==> config.mk <==
export PLATFORM = sky130hd
export DESIGN_NAME = martian_calendar_ctrl_flat
export DESIGN_NICKNAME = d
export VERILOG_FILES = /design/src/rtl/martian_calendar_ctrl_if.sv /design/src/rtl/martian_calendar_ctrl.sv /design/src/flat_wrapper.sv
export SDC_FILE = /design/constraint.sdc
export NUM_CORES = 1
export LEC_CHECK = 0
export BUFFER_PORTS_ARGS = -buffer_cell sky130_fd_sc_hd__buf_4
export CORE_UTILIZATION = 60
export DETAILED_ROUTE_END_ITERATION = 7
export PLACE_DENSITY = 0.86
export SETUP_SLACK_MARGIN = 0.2
export SYNTH_ARGS = -nofsm -noshare
export SYNTH_HDL_FRONTEND = slang
export SYNTH_SLANG_ARGS = --single-unit
==> constraint.sdc <==
create_clock -name clk -period 8.95 [get_ports clk]
set_input_delay 0.895 -clock clk [delete_from_list [all_inputs] [get_ports clk]]
set_output_delay 0.895 -clock clk [all_outputs]
set_load 0.1 [all_outputs]
==> src/rtl/martian_calendar_ctrl_if.sv <==
// martian_calendar_ctrl_if: control/date bus of the Martian calendar sequencer (wday only with MARTIAN_CAL_WEEKDAY_EN)
interface martian_calendar_ctrl_if #(parameter int YEAR_W = 16);
  logic              run;
  logic              tick;
  logic              load;
  logic [YEAR_W-1:0] load_year;
  logic [4:0]        load_month;
  logic [4:0]        load_sol;
  logic [YEAR_W-1:0] year;
  logic [4:0]        month;
  logic [4:0]        sol;
  logic              ly;
  logic              month_end;
  logic              year_end;
  logic              err;
  logic              load_ack;
`ifdef MARTIAN_CAL_WEEKDAY_EN
  logic [2:0]        wday;
`endif
  modport master (
    output run, tick, load, load_year, load_month, load_sol,
`ifdef MARTIAN_CAL_WEEKDAY_EN
    input  wday,
`endif
    input  year, month, sol, ly, month_end, year_end, err, load_ack
  );
  modport slave (
    input  run, tick, load, load_year, load_month, load_sol,
`ifdef MARTIAN_CAL_WEEKDAY_EN
    output wday,
`endif
    output year, month, sol, ly, month_end, year_end, err, load_ack
  );
endinterface

==> src/rtl/martian_calendar_ctrl.sv <==
// martian_calendar_ctrl: Martian date sequencer driving martian_days; weekday counter under MARTIAN_CAL_WEEKDAY_EN
module martian_days (
  input  logic [4:0] M,
  input  logic       LY,
  output logic       D27,
  output logic       D28
);
  logic short_m;
  // every sixth month is 27 sols, except the last month of a leap year
  always_comb begin
    short_m = (M == 5'd5) || (M == 5'd11) || (M == 5'd17) || (M == 5'd23 && !LY);
    D28     = (M <= 5'd23) && !short_m;
    D27     = (M <= 5'd23) && short_m;
  end
endmodule

module martian_calendar_ctrl #(
  parameter int YEAR_W = 16
) (
  input  logic                 clk,
  input  logic                 rst,
  martian_calendar_ctrl_if.slave bus
);
  typedef enum logic [1:0] {IDLE, RUN, ERR} state_t;
  state_t            state_q, state_d;
  logic [YEAR_W-1:0] year_q, year_d;
  logic [4:0]        month_q, month_d, sol_q, sol_d;
  logic              me_q, me_d, ye_q, ye_d, ack_q, ack_d;
  logic              c27, c28, l27, l28, ld_ok, last;
  logic [4:0]        cur_len, ld_len;
`ifdef MARTIAN_CAL_WEEKDAY_EN
  logic [2:0]        wday_q, wday_d;
`endif

  function automatic logic leap(input logic [YEAR_W-1:0] y);
    return y[0] | (y % YEAR_W'(10) == '0);
  endfunction

  martian_days u_cur (.M(month_q),        .LY(leap(year_q)),        .D27(c27), .D28(c28));
  martian_days u_ld  (.M(bus.load_month), .LY(leap(bus.load_year)), .D27(l27), .D28(l28));

  assign cur_len = c28 ? 5'd28 : 5'd27;
  assign ld_len  = l28 ? 5'd28 : 5'd27;
  assign ld_ok   = (bus.load_month <= 5'd23) && (bus.load_sol != 5'd0) && (l27 != l28) && (bus.load_sol <= ld_len);
  assign last    = sol_q == cur_len;

  // next date and state: load beats the consistency check, which beats run/tick
  always_comb begin
    state_d = state_q;
    year_d  = year_q;
    month_d = month_q;
    sol_d   = sol_q;
    me_d    = 1'b0;
    ye_d    = 1'b0;
    ack_d   = bus.load;
`ifdef MARTIAN_CAL_WEEKDAY_EN
    wday_d  = wday_q;
`endif
    if (bus.load) begin
      if (ld_ok) begin
        year_d  = bus.load_year;
        month_d = bus.load_month;
        sol_d   = bus.load_sol;
        state_d = bus.run ? RUN : IDLE;
`ifdef MARTIAN_CAL_WEEKDAY_EN
        wday_d  = 3'd0;
`endif
      end else begin
        state_d = ERR;
      end
    end else if (state_q == IDLE) begin
      state_d = bus.run ? RUN : IDLE;
    end else if (state_q == RUN) begin
      if (c27 == c28) begin
        state_d = ERR;
      end else if (!bus.run) begin
        state_d = IDLE;
      end else if (bus.tick) begin
        sol_d   = last ? 5'd1 : sol_q + 5'd1;
        me_d    = last;
        ye_d    = last && month_q == 5'd23;
        month_d = last ? (month_q == 5'd23 ? 5'd0 : month_q + 5'd1) : month_q;
        year_d  = ye_d ? year_q + YEAR_W'(1) : year_q;
`ifdef MARTIAN_CAL_WEEKDAY_EN
        wday_d  = wday_q == 3'd6 ? 3'd0 : wday_q + 3'd1;
`endif
      end
    end
  end

  // state and date registers
  always_ff @(posedge clk) begin
    if (rst) begin
      state_q <= IDLE;
      year_q  <= '0;
      month_q <= 5'd0;
      sol_q   <= 5'd1;
      me_q    <= 1'b0;
      ye_q    <= 1'b0;
      ack_q   <= 1'b0;
`ifdef MARTIAN_CAL_WEEKDAY_EN
      wday_q  <= 3'd0;
`endif
    end else begin
      state_q <= state_d;
      year_q  <= year_d;
      month_q <= month_d;
      sol_q   <= sol_d;
      me_q    <= me_d;
      ye_q    <= ye_d;
      ack_q   <= ack_d;
`ifdef MARTIAN_CAL_WEEKDAY_EN
      wday_q  <= wday_d;
`endif
    end
  end

  assign bus.year      = year_q;
  assign bus.month     = month_q;
  assign bus.sol       = sol_q;
  assign bus.ly        = leap(year_q);
  assign bus.month_end = me_q;
  assign bus.year_end  = ye_q;
  assign bus.err       = state_q == ERR;
  assign bus.load_ack  = ack_q;
`ifdef MARTIAN_CAL_WEEKDAY_EN
  assign bus.wday      = wday_q;
`endif
endmodule

==> src/flat_wrapper.sv <==
// flat-port wrapper written by rule: the top's interface ports become plain ports
module martian_calendar_ctrl_flat 
#(
  parameter int YEAR_W = 16
)
  (clk, rst, bus_run, bus_tick, bus_load, bus_load_year, bus_load_month, bus_load_sol, bus_year, bus_month, bus_sol, bus_ly, bus_month_end, bus_year_end, bus_err, bus_load_ack);
  martian_calendar_ctrl_if #(.YEAR_W(YEAR_W)) bus_i ();
  input  logic clk;
  input  logic rst;
  input wire logic [$bits(bus_i.run)-1:0] bus_run;
  input wire logic [$bits(bus_i.tick)-1:0] bus_tick;
  input wire logic [$bits(bus_i.load)-1:0] bus_load;
  input wire logic [$bits(bus_i.load_year)-1:0] bus_load_year;
  input wire logic [$bits(bus_i.load_month)-1:0] bus_load_month;
  input wire logic [$bits(bus_i.load_sol)-1:0] bus_load_sol;
  output wire logic [$bits(bus_i.year)-1:0] bus_year;
  output wire logic [$bits(bus_i.month)-1:0] bus_month;
  output wire logic [$bits(bus_i.sol)-1:0] bus_sol;
  output wire logic [$bits(bus_i.ly)-1:0] bus_ly;
  output wire logic [$bits(bus_i.month_end)-1:0] bus_month_end;
  output wire logic [$bits(bus_i.year_end)-1:0] bus_year_end;
  output wire logic [$bits(bus_i.err)-1:0] bus_err;
  output wire logic [$bits(bus_i.load_ack)-1:0] bus_load_ack;
  assign bus_i.run = bus_run;
  assign bus_i.tick = bus_tick;
  assign bus_i.load = bus_load;
  assign bus_i.load_year = bus_load_year;
  assign bus_i.load_month = bus_load_month;
  assign bus_i.load_sol = bus_load_sol;
  assign bus_year = bus_i.year;
  assign bus_month = bus_i.month;
  assign bus_sol = bus_i.sol;
  assign bus_ly = bus_i.ly;
  assign bus_month_end = bus_i.month_end;
  assign bus_year_end = bus_i.year_end;
  assign bus_err = bus_i.err;
  assign bus_load_ack = bus_i.load_ack;
  martian_calendar_ctrl #(.YEAR_W(YEAR_W)) u_core (.clk(clk), .rst(rst), .bus(bus_i));
endmodule
* After elaboration in Yosys (flattened, before gate mapping)
Cells that the tools add are included.
Storage, ports and cells: output and inout bits 31, input port bits 31, bits in registers 31, logic and storage cells 106
Operators by class: mux-type cells 34, $lt $le $gt $ge 3, eq/ne operators 17, reductions and logical operators 35, $add $sub $neg 3, divide/modulo/power cells 2, bitwise logic cells 5
Operator list (number):
- 16-bit two-way mux | 8
- 5-bit two-way mux | 17
- 16-bit logical NOT | 2
- 16-bit by 4-bit remainder unit with 16-bit output, second input constant | 2
- 5-bit == test, second input constant | 4
- 16-bit by 1-bit adder with 16-bit output, second input constant | 1
- 7-bit AND reduction | 2
- 2-bit two-way mux | 6
- 5-bit by 1-bit adder with 5-bit output, second input constant | 2
- 5-bit by 3-bit == test with 1-bit output, second input constant | 2
- 5-bit by 4-bit == test with 1-bit output, second input constant | 2
- 5-bit <= comparator, second input constant | 2
- 1-bit logical AND | 10
- 2-bit nonzero test | 5
- 7-bit OR reduction | 1
- 1-bit logical OR | 6
- 3-bit two-way mux | 2
- 6-bit AND reduction | 1
- 5-bit == test | 1
- 5-bit <= comparator | 1
- 5-bit nonzero test | 1
- 1-bit logical NOT | 4
- 2-bit inequality test, second input constant | 2
- 4-bit by 1-bit inequality test with 1-bit output, second input constant | 1
- 11 further kinds | 14

* Logic depth before layout (Yosys ltp)
Gate-level depths: netlist of run 1.
depth in word-level cells 18, mapped depth 37

* By module
Synthesis of run 1 repeated with hierarchy kept, for this count alone.
Unflattened totals: cell total of the unflattened synthesis 652, area total of the unflattened synthesis 4529.3 sq um
Modules (own cells, without submodules):
- martian_calendar_ctrl | cells an instance 626, seq. area each 620.6 sq um, instances 1, area an instance 4357.9 sq um
- martian_days (u_core.u_ld) | cells an instance 13, seq. area each 0.0 sq um, instances 1, area an instance 86.3 sq um
- martian_days (u_core.u_cur) | cells an instance 13, seq. area each 0.0 sq um, instances 1, area an instance 85.1 sq um

* Least setup slack after synthesis of run 1
OpenSTA, ideal clock, no wires.
path kind register -> output, start register u_core.year_q[11], in the netlist u_core.bus.year[11], end output bus_ly, arrival 7.821 ns, slack 0.234 ns, cell stages (with the launch flop) 26, required time 8.055 ns, buffers on the path 3, cell sequence dfxtp_1 buf_4 clkbuf_1 nand4b_1 o311a_1 nor2_2 nand3_2 a32oi_2 nand2_2 o31a_1 a221oi_2 and2_4 o211ai_1 a21o_1 buf_6 and3_1 or4_4 nor3_4 nor2_1 ha_1 nand2_1 a41o_1 a21oi_1 o32ai_1 o31a_1 o21ai_0
On the way: cells in the longest elaborated chain, start to end 3
Ends and longest elaborated chain:
- start: declaration | line martian_calendar_ctrl.sv:26 | logic [YEAR_W-1:0] year_q, year_d;
- start signal: assignment | line martian_calendar_ctrl.sv:106 | year_q <= year_d;
- 16-bit by 4-bit remainder unit with 16-bit output | line martian_calendar_ctrl.sv:36 | return y[0] | (y % YEAR_W'(10) == '0);
- 16-bit logical NOT | line martian_calendar_ctrl.sv:36
- 1-bit OR | line martian_calendar_ctrl.sv:36
- end: declaration | line flat_wrapper.sv:19 | output wire logic [$bits(bus_i.ly)-1:0] bus_ly;
Every way passes these cells.

* Worst setup path in the final report of run 1
start input bus_load_year[11], end register u_core.year_q[12], in the netlist u_core.bus.year[12]
On the way: cells in the longest elaborated chain, start to end 13, elaborated cells on any way between the ends 16, classes of those cells 1 x div; 1 x order compare; 2 x eq/ne; 1 x mux; 1 x bitwise; 10 x reduce/logical
Ends and longest elaborated chain:
- start: declaration | line flat_wrapper.sv:13 | input wire logic [$bits(bus_i.load_year)-1:0] bus_load_year;
- 16-bit by 4-bit remainder unit with 16-bit output * | line martian_calendar_ctrl.sv:36
- 16-bit logical NOT * | line martian_calendar_ctrl.sv:36
- 1-bit OR * | line martian_calendar_ctrl.sv:36
- 1-bit logical NOT * | line martian_calendar_ctrl.sv:11 | short_m = (M == 5'd5) || (M == 5'd11) || (M == 5'd17) || (M == 5'd23 && !LY);
- 1-bit logical AND * | line martian_calendar_ctrl.sv:11
- 1-bit logical OR * | line martian_calendar_ctrl.sv:11
- 1-bit logical NOT | line martian_calendar_ctrl.sv:12 | D28 = (M <= 5'd23) && !short_m;
- 1-bit logical AND | line martian_calendar_ctrl.sv:12
- 3-bit two-way mux / 1-bit inequality test (equally long branches) | line martian_calendar_ctrl.sv:43, martian_calendar_ctrl.sv:44
- 5-bit <= comparator / 1-bit logical AND (equally long branches) | line martian_calendar_ctrl.sv:44 | assign ld_ok = (bus.load_month <= 5'd23) && (bus.load_sol != 5'd0) && (l27 != l28) && (bus.load_sol <= ld_len) ...
- 1-bit logical AND * | line martian_calendar_ctrl.sv:44
- 2-bit by 1-bit inequality test with 1-bit output (no source line) *
- 7-bit AND reduction (no source line) *
Every way passes the cells marked *; elsewhere a longest branch is shown, timed or not. A chain may end at the register's enable or synchronous reset.

==> impl_metrics.csv, run 1 <==
group,metric,value,unit
critical_path,r2r-end,"u_core.bus.sol[0]",
worst_hold_path,hold_end,"u_core.bus.sol[3]",
global_routing,antenna_found_initial,0,
clock_tree,cts.sinks,31,
power,power_density,168.5,mW/mm²
synth,synth-edff-count,0,
die,initial_core_util,62.47,%
clock_tree,htree_levels,2,
global_routing,grt_use_met1,41.94,%
die,dieHeight,92.16,µm
synth,synth_area_leader_cell,"dfxtp_1",
routing,routed_wl,14330,µm
clock_tree,clk_pin_slew_worst_paths,0.07,ns
global_routing,use_met2,55.72,%
sta,fin_tns_setup,0,ns
synth,synth_ff_type,"dfxtp_1",
job,drv_cap,0,
routing,drt-initial-drc-count,536,
sta,finClkSkew,0.01196,ns
power,switching_power,0.4676,mW
global_routing,gr-usage-all-layers,32.89,%
layout,layout-drive-gt1-share,15.56,%
synth,synth_cell_type_count,97,
synth,synthCells,717,
critical_path,worst-path-max-fanout,18,
global_routing,grt_util_met3,4.643,%
worst_hold_path,worstHoldPathCells,2,
synth,syn_nets,759,
power,power.internal,0.4463,mW
routing,drc,0,
critical_path,crit_arrival,8.41,ns
synth,yosysWarnings,0,
sta,setup_viol_count_final,0,
die,num_io_pins,62,
worst_hold_path,hp-class,"reg2reg",
routing,vias_per_cell,7.015,
die,die_x,92.16,µm
global_routing,grt_most_used_layer,"met2",
clock_tree,clockBufferDepth,2,
critical_path,setup.worst_path.class,"in2reg",
routing,first_pass_iters,6,
synth,synth.area.top_cells,"dfxtp_1 13%, nand2_1 5.5%, a21oi_1 5.1%, nor2_1 4.8%, o21ai_0 3.5%",
global_routing,grt_max_degree,35,
routing,wire_per_inst,17.04,µm
critical_path,r2r_slack,1.24,ns
power,leakage,1.956,nW
placed_design,gp_congestion,0.9019,
die,rows,32,
power,combPwrFrac,65.2,%
layout,nNetsFinal,780,
critical_path,slowest_stage,"or4_1",
synth,ys_seq_area_share,12.72,%
layout,area_delta_synth_final,11.19,%
synth,async_reset_ff_share,0,%
global_routing,grt_pass1_vias,5231,
global_routing,overflow,0,
sta,final_max_slew_viol_count,0,
power,clkPwrFrac,15.7,%
clock_tree,clk-insertion-delay-late,0.30,ns
sta,period_needed,8.207,ns
clock_tree,clockRootBuffer,"clkbuf_8",
clock_tree,post_cts_buffers,0,
synth,ys_ff_latch,31,
layout,fin_util,69.46,%
sta,max_freq,121.9,MHz
clock_tree,cts_tree,"yes",
critical_path,worst-endpoint-required,9.16,ns
die,fp.dieArea,0.008493,mm²
synth,synth.avg_cell_area,6.802,µm²
sta,setup_slack,0.7433,ns
critical_path,r2r_cells,25,
sta,finalHoldViolations,0,
layout,diodes,0,
sta,worst_pin_slew,0.8982,ns
critical_path,timing.rr.start,"u_core.bus.year[13]",
global_routing,grt_pass1_wl,23620,µm
placed_design,portBuffers,61,
power,pwr-share-seq,19.1,%
sta,maxSlewHeadroom,39.36,%
die,core_area,0.007807,mm²
critical_path,critPathLaunchType,"primary input",
sta,fin_crit_sh,91.69,%
synth,synth_area,0.004877,mm²
power,max-vdd-ir-drop,123.0,µV
critical_path,max_stage_delay,0.46,ns
outcome,status,"completed",
sta,rsz0062_at_grt,"false",
placed_design,dp_hpwl,10250,µm
synth,synth_top_cell_area_share,12.72,%
routing,num_vias,5900,
critical_path,critPathCaptureType,"register",
routing,ant_nets,0,
power,switching_share,51.16,%
placed_design,dp_slack,0.2028,ns
worst_hold_path,min_from,"u_core.bus.sol[3]",
clock_tree,cts_buffers,5,
==> worst max-delay path, delay by kind of cell <==
| family | cells | cell delay [ns] |
|---|---|---|
| AOI/OAI and AO/OA | 18 | 4.06 |
| xor gates and xnor gates | 1 | 0.20 |
| adders and majority gates | 1 | 0.28 |
| buffers and inverters | 1 | 0.15 |
| muxes | 2 | 0.72 |
| and+or+nand+nor | 9 | 2.09 |
==> flip-flops by register name, summed over array words and instances, names as in the netlist <==
signal and cells:
u_core.bus.load_ack 1, u_core.bus.month 5, u_core.bus.month_end 1, u_core.bus.sol 5, u_core.bus.year 16, u_core.bus.year_end 1
u_core.state_q 2
==> layout by cell type (no fill, tap or decap), types with 16 or more instances in the layout <==
| cell | synthesis | layout |
|---|---|---|
| o21ai_0 | 34 | 34 |
| nand2_1 | 72 | 72 |
| a21oi_1 | 50 | 49 |
| dfxtp_1 | 31 | 31 |
| nand4_1 | 16 | 16 |
| nand3_1 | 31 | 31 |
| nor2_1 | 62 | 61 |
| buf_4 | 1 | 68 |
| inv_1 | 27 | 27 |
| o211ai_1 | 21 | 21 |
| nor3_1 | 31 | 30 |
==> power by group through the flow <==
stage | Clock [mW] | Sequential (mW) | Combinational (mW)
floorplan | 0 | 0.221 | 0.428
global placement | 0 | 0.175 | 0.554
detailed placement | 0 | 0.177 | 0.577
CTS | 0.142 | 0.174 | 0.579
global route | 0.149 | 0.177 | 0.644
finish | 0.143 | 0.175 | 0.596
==> timing repair <==
item | CTS | global route
gates resized for setup | 0 | 8
hold buffers | 0 | 0
setup endpoints to repair | 0 | 18
==> worst max path at each step <==
stage,cells past startpoint,slack [ns],end,from
after global placement,32,0.69,u_core.bus.year[3],bus_load_year[11]
after CTS,32,0.47,u_core.bus.year[12],bus_load_year[11]
after floorplan,25,0.23,bus_ly,u_core.bus.year[11]
after detailed placement,32,0.20,u_core.bus.year[12],bus_load_year[11]
after global routing,32,0.20,u_core.bus.year[14],bus_load_year[10]
final,32,0.74,u_core.bus.year[12],bus_load_year[11]
==> layout make-up <==
type / count / area, µm²
clock buffer: 5 / 68.82
sequential: 31 / 620.6
inverter: 30 / 112.6
timing repair buffer: 68 / 510.5
tap: 102 / 127.6
multi-input combinational: 602 / 3939
clock inverter: 3 / 43.79
fill: 682 / 2385
==> cell families (layout without fill, tap and decap cells) <==
group / after synthesis / in the layout / share of synthesized area [%]
fa+ha+maj: 13 / 13 / 3.232
buf+inv: 84 / 106 / 7.286
xor+xnor: 16 / 16 / 3.156
mux: 10 / 10 / 2.232
simple gates: 316 / 316 / 34.94
compound gates: 247 / 247 / 36.43
flops: 31 / 31 / 12.72
==> synth_stat cells (4+ instances only) <==
| cell type | n |
|---|---|
| a2111o_1 | 4 |
| a211o_1 | 5 |
| a211oi_1 | 8 |
| a21o_1 | 5 |
| a21oi_1 | 50 |
| a221oi_1 | 8 |
| a22oi_1 | 5 |
| a31oi_1 | 16 |
| a32oi_1 | 5 |
| and2_1 | 11 |
| and3_1 | 4 |
| buf_2 | 5 |
| buf_6 | 4 |
| clkbuf_1 | 43 |
| dfxtp_1 | 31 |
| ha_1 | 11 |
| inv_1 | 27 |
| mux2i_1 | 6 |
| nand2_1 | 72 |
| nand2b_1 | 10 |
| nand3_1 | 31 |
| nand3b_1 | 5 |
| nand4_1 | 16 |
| nand4b_1 | 6 |
| nor2_1 | 62 |
| nor2b_1 | 11 |
| nor3_1 | 31 |
| nor3b_1 | 6 |
| nor4_1 | 4 |
| o2111ai_1 | 4 |
| o211ai_1 | 21 |
| o21ai_0 | 34 |
| o21ai_1 | 6 |
| o21bai_1 | 4 |
| o311ai_0 | 4 |
| o311ai_1 | 10 |
| o31a_1 | 8 |
| o31ai_1 | 4 |
| or2_1 | 4 |
| or2_2 | 4 |
| or3_1 | 6 |
| or4_1 | 6 |
| xnor2_1 | 12 |
==> metrics by stage <==
stage          instances  cell area, µm²  power (mW)  hold WS (ns)
2_1_floorplan        717            4877      0.6493        0.4868
5_1_grt              841            5423      0.9701        0.5760
4_1_cts              841            5385      0.8953        0.5391
3_3_place_gp         833            5273      0.7296        0.5023
3_5_place_dp         833            5273      0.7534        0.5251
6_report             841            5423      0.9139        0.5461
==> routing by layer <==
| layer | vias up | wire [µm] |
|---|---|---|
| met5 | - | 0 |
| met2 | 350 | 6794 |
| met4 | 0 | 454 |
| li1 | 2790 | - |
| met3 | 60 | 1147 |
| met1 | 2700 | 5935 |
Note: power is estimated with default switching activity, not from simulation.
==> inputs of run 2 (changes only) <==
Clock period 8.95 ns to 7.9 ns, I/O delays scaled along.
==> impl_metrics.csv, run 2 (synthesis results as in run 1) <==
group,metric,value,unit
clock_tree,cts_tree,"yes",
critical_path,worst-path-max-fanout,11,
power,max-vdd-ir-drop,121.2,µV
routing,routed_wl,15420,µm
routing,drc,0,
clock_tree,clk-insertion-delay-late,0.30,ns
sta,worst_pin_slew,0.9646,ns
routing,num_vias,6158,
global_routing,grt_max_degree,35,
placed_design,dp_hpwl,10280,µm
global_routing,grt_most_used_layer,"met2",
routing,first_pass_iters,6,
placed_design,gp_congestion,0.9328,
global_routing,grt_util_met3,4.063,%
sta,period_needed,7.479,ns
sta,maxSlewHeadroom,34.88,%
die,core_area,0.007807,mm²
clock_tree,hold_buffers,0,
die,die_x,92.16,µm
outcome,status,"completed",
global_routing,grt_pass1_wl,24560,µm
layout,largest_register_ffs,16,
critical_path,crit_arrival,7.67,ns
job,drv_cap,0,
critical_path,slowest_stage,"or4_1",
critical_path,max_stage_delay,0.51,ns
sta,fin_tns_setup,0,ns
layout,final_cell_mix,"84 x buf_4, 72 x nand2_1, 59 x nor2_1",
critical_path,worst-endpoint-required,8.09,ns
routing,ant_nets,0,
global_routing,overflow,0,
power,leakage,2.127,nW
global_routing,use_met2,57.28,%
die,fp.dieArea,0.008493,mm²
routing,drt-initial-drc-count,551,
global_routing,grt_use_met1,43.56,%
sta,setup_slack,0.4208,ns
layout,final_common_cell,"buf_4",
clock_tree,cts.sinks,31,
sta,max_freq,133.7,MHz
placed_design,dp_slack,-0.1134,ns
global_routing,grt_pass1_vias,5487,
global_routing,antenna_found_initial,0,
sta,finalHoldViolations,0,
die,num_io_pins,62,
layout,layout-drive-gt1-share,22.34,%
die,rows,32,
layout,fillers,582,
sta,final_max_slew_viol_count,0,
worst_hold_path,hp-class,"reg2reg",
clock_tree,clockBufferDepth,2,
critical_path,critPathCaptureType,"register",
sta,setup_viol_count_final,0,
power,power_density,192.6,mW/mm²
routing,wire_per_inst,17.87,µm
global_routing,gr-usage-all-layers,33.92,%
critical_path,critPathLaunchType,"primary input",
layout,nNetsFinal,802,
layout,area_delta_synth_final,19.50,%
layout,fin_util,74.65,%
clock_tree,clk_pin_slew_worst_paths,0.07,ns
sta,finClkSkew,0.006488,ns
placed_design,portBuffers,61,
die,dieHeight,92.16,µm
sta,fin_crit_sh,94.67,%
routing,vias_per_cell,7.136,
clock_tree,clockRootBuffer,"clkbuf_8",
clock_tree,htree_levels,2,
critical_path,setup.worst_path.class,"in2reg",
sta,rsz0062_at_grt,"false",
die,initial_core_util,62.47,%
clock_tree,cts_buffers,5,
layout,diodes,0,
run 2: where the power goes:
group,internal (mW),total (mW),switching (mW)
Clock,0.102,0.171,0.0688
Combinational,0.287,0.751,0.464
Sequential,0.167,0.201,0.0336
run 2: what timing repair did:
action | 4_1_cts | 5_1_grt
pin swaps | 0 | 31
hold endpoints to repair | 0 | 0
gates cloned | 0 | 2
gates resized for setup | 1 | 53
setup buffers | 0 | 12
setup endpoints to repair | 1 | 27
run 2: final timing paths:
path	start	to	slack (ns)	cells after the start
max	bus_load_year[11]	u_core.bus.year[14]	0.42	33
min	u_core.state_q[0]	u_core.state_q[0]	0.54	2
max reg2reg	u_core.bus.year[13]	u_core.bus.year[14]	0.59	26
min reg2reg	u_core.state_q[0]	u_core.state_q[0]	0.54	2
run 2: critical path, delay by kind of cell:
| family | cells | cell delay, ns |
|---|---|---|
| muxes | 2 | 0.64 |
| xor gates and xnor gates | 1 | 0.20 |
| buffers and inverters | 2 | 0.26 |
| AOI/OAI and AO/OA | 19 | 3.67 |
| adders and majority gates | 1 | 0.35 |
| and+or+nand+nor | 8 | 1.74 |
run 2: final cells by class:
class	instances	area, µm²	share of cell area [%]
multi-input cells	604	4169	71.53
repair buffers	88	675.6	11.59
flip-flops and latches	31	625.6	10.73
well taps	102	127.6	2.190
inverters	30	112.6	1.932
clock buffers	6	82.58	1.417
clock inverters	2	35.03	0.6011
run 2: metrics by stage:
step,hold slack (ns),total power [mW],area (µm²),instances
2_1_floorplan,0.4868,0.7396,4893,717
3_3_place_gp,0.5127,0.8449,5348,841
3_5_place_dp,0.5335,0.8688,5348,841
4_1_cts,0.5434,1.040,5466,849
5_1_grt,0.5752,1.188,5828,863
6_report,0.5406,1.123,5828,863
run 2: per-layer routing:
metal	vias to the layer above	part of all wire (%)
li1	2840	-
met5	-	0
met1	2886	41
met4	0	2.9
met3	69	8.1
met2	363	48
==> inputs of run 3 (changes only) <==
Settings changed: PLACE_DENSITY 0.86 to 0.82.
==> impl_metrics.csv, run 3 (synthesis results as in run 1) <==
group,metric,value,unit
outcome,status,"completed",
layout,area_delta_synth_final,19.42,%
routing,num_vias,5959,
clock_tree,clockBufferDepth,2,
critical_path,crit_start,"bus_load_year[15]",
sta,finalHoldViolations,0,
placed_design,dp_hpwl,10080,µm
global_routing,use_met2,56.59,%
sta,max_freq,132.6,MHz
placed_design,gp_congestion,0.9319,
sta,worst_pin_slew,0.8920,ns
sta,period_needed,7.539,ns
layout,largest_register_ffs,16,
layout,diodes,0,
global_routing,grt_pass1_wl,23580,µm
critical_path,slowest_stage,"or4_4",
die,dieHeight,92.16,µm
layout,final_cell_mix,"88 x buf_4, 72 x nand2_1, 60 x nor2_1",
sta,final_max_slew_viol_count,0,
global_routing,grt_use_met1,43.27,%
routing,vias_per_cell,6.873,
global_routing,grt_pass1_vias,5171,
power,max-vdd-ir-drop,126.0,µV
sta,fin_crit_sh,95.43,%
layout,layout-drive-gt1-share,22.22,%
clock_tree,cts_buffers,5,
layout,final_common_cell,"buf_4",
critical_path,worst-endpoint-required,8.08,ns
clock_tree,hold_buffers,0,
placed_design,portBuffers,61,
routing,routed_wl,14920,µm
clock_tree,htree_levels,2,
die,fp.dieArea,0.008493,mm²
die,num_io_pins,62,
routing,ant_nets,0,
global_routing,grt_max_degree,35,
sta,maxSlewHeadroom,39.78,%
global_routing,grt_most_used_layer,"met2",
clock_tree,cts.sinks,31,
critical_path,timing.rr.start,"u_core.bus.year[13]",
routing,first_pass_iters,5,
sta,rsz0062_at_grt,"false",
die,core_area,0.007807,mm²
die,initial_core_util,62.47,%
routing,drc,0,
clock_tree,clockRootBuffer,"clkbuf_8",
global_routing,overflow,0,
layout,nNetsFinal,806,
critical_path,max_stage_delay,0.51,ns
sta,finClkSkew,0.009374,ns
power,power_density,187.3,mW/mm²
critical_path,critPathCaptureType,"register",
clock_tree,clk_pin_slew_worst_paths,0.07,ns
job,drv_cap,0,
clock_tree,clk-insertion-delay-late,0.29,ns
global_routing,gr-usage-all-layers,32.80,%
worst_hold_path,min_from,"u_core.state_q[0]",
global_routing,grt_util_met3,3.648,%
die,rows,32,
sta,setup_slack,0.3608,ns
critical_path,critPathLaunchType,"primary input",
clock_tree,cts_tree,"yes",
routing,wire_per_inst,17.21,µm
global_routing,antenna_found_initial,0,
worst_hold_path,hp-class,"reg2reg",
die,die_x,92.16,µm
critical_path,crit_arrival,7.72,ns
layout,final_cell_area,0.005824,mm²
placed_design,dp_slack,-0.1229,ns
critical_path,setup.worst_path.class,"in2reg",
power,leakage,2.133,nW
routing,drt-initial-drc-count,644,
critical_path,worst-path-max-fanout,12,
sta,setup_viol_count_final,0,
placed_design,placed_area,0.005348,mm²
==> run 3: worst paths after layout <==
kind | end | depth (start not counted) | slack [ns]
hold / removal | u_core.state_q[0] | 2 | 0.55
setup reg to reg | u_core.bus.year[12] | 26 | 0.55
hold reg to reg | u_core.state_q[0] | 2 | 0.55
setup / recovery | u_core.bus.year[12] | 32 | 0.36
==> run 3: power by group <==
part | internal (mW) | total [mW] | switching, mW
clock network | 0.0795 | 0.142 | 0.0621
registers | 0.167 | 0.198 | 0.0308
logic | 0.297 | 0.751 | 0.455
total | 0.543 | 1.09 | 0.548
==> run 3: layout make-up <==
cell class / count / area [µm²]
repair buffers: 92 / 705.7
well taps: 102 / 127.6
fillers: 592 / 1983
inverters: 30 / 112.6
clock buffers: 8 / 100.1
flip-flops and latches: 31 / 625.6
multi-input cells: 604 / 4153
==> run 3: critical path: cells and delay by family <==
kind,cells,cell delay (ns)
AOI/OAI and AO/OA,16,3.48
xor gates and xnor gates,1,0.18
adders and majority gates,2,0.61
buffers and inverters,3,0.42
muxes,1,0.33
and+or+nand+nor,9,1.87
==> run 3: through the flow <==
stage / utilization (%) / total power, mW / std cells / setup TNS, ns / hold slack [ns]
global route: 74.60 / 1.158 / 867 / 0 / 0.5987
global placement: 68.49 / 0.8420 / 841 / 0 / 0.5177
CTS: 69.79 / 1.003 / 849 / 0 / 0.5439
floorplan: - / 0.7396 / 717 / 0 / 0.4868
detailed placement: 68.49 / 0.8633 / 841 / -0.4596 / 0.5317
finish: 74.60 / 1.091 / 867 / 0 / 0.5460
==> run 3: timing repair <==
item | 4_1_cts | 5_1_grt
setup buffers | 0 | 16
pin swaps | 0 | 35
setup endpoints to repair | 4 | 24
gates resized for setup | 1 | 48
gates cloned | 0 | 2
==> run 3: layer usage <==
metal	share of wire, %	up-vias	routed length, µm
li1	-	2855	-
met3	7.3	43	1082
met5	0	-	0
met1	42	2779	6303
met4	2.0	0	301
met2	48	282	7230
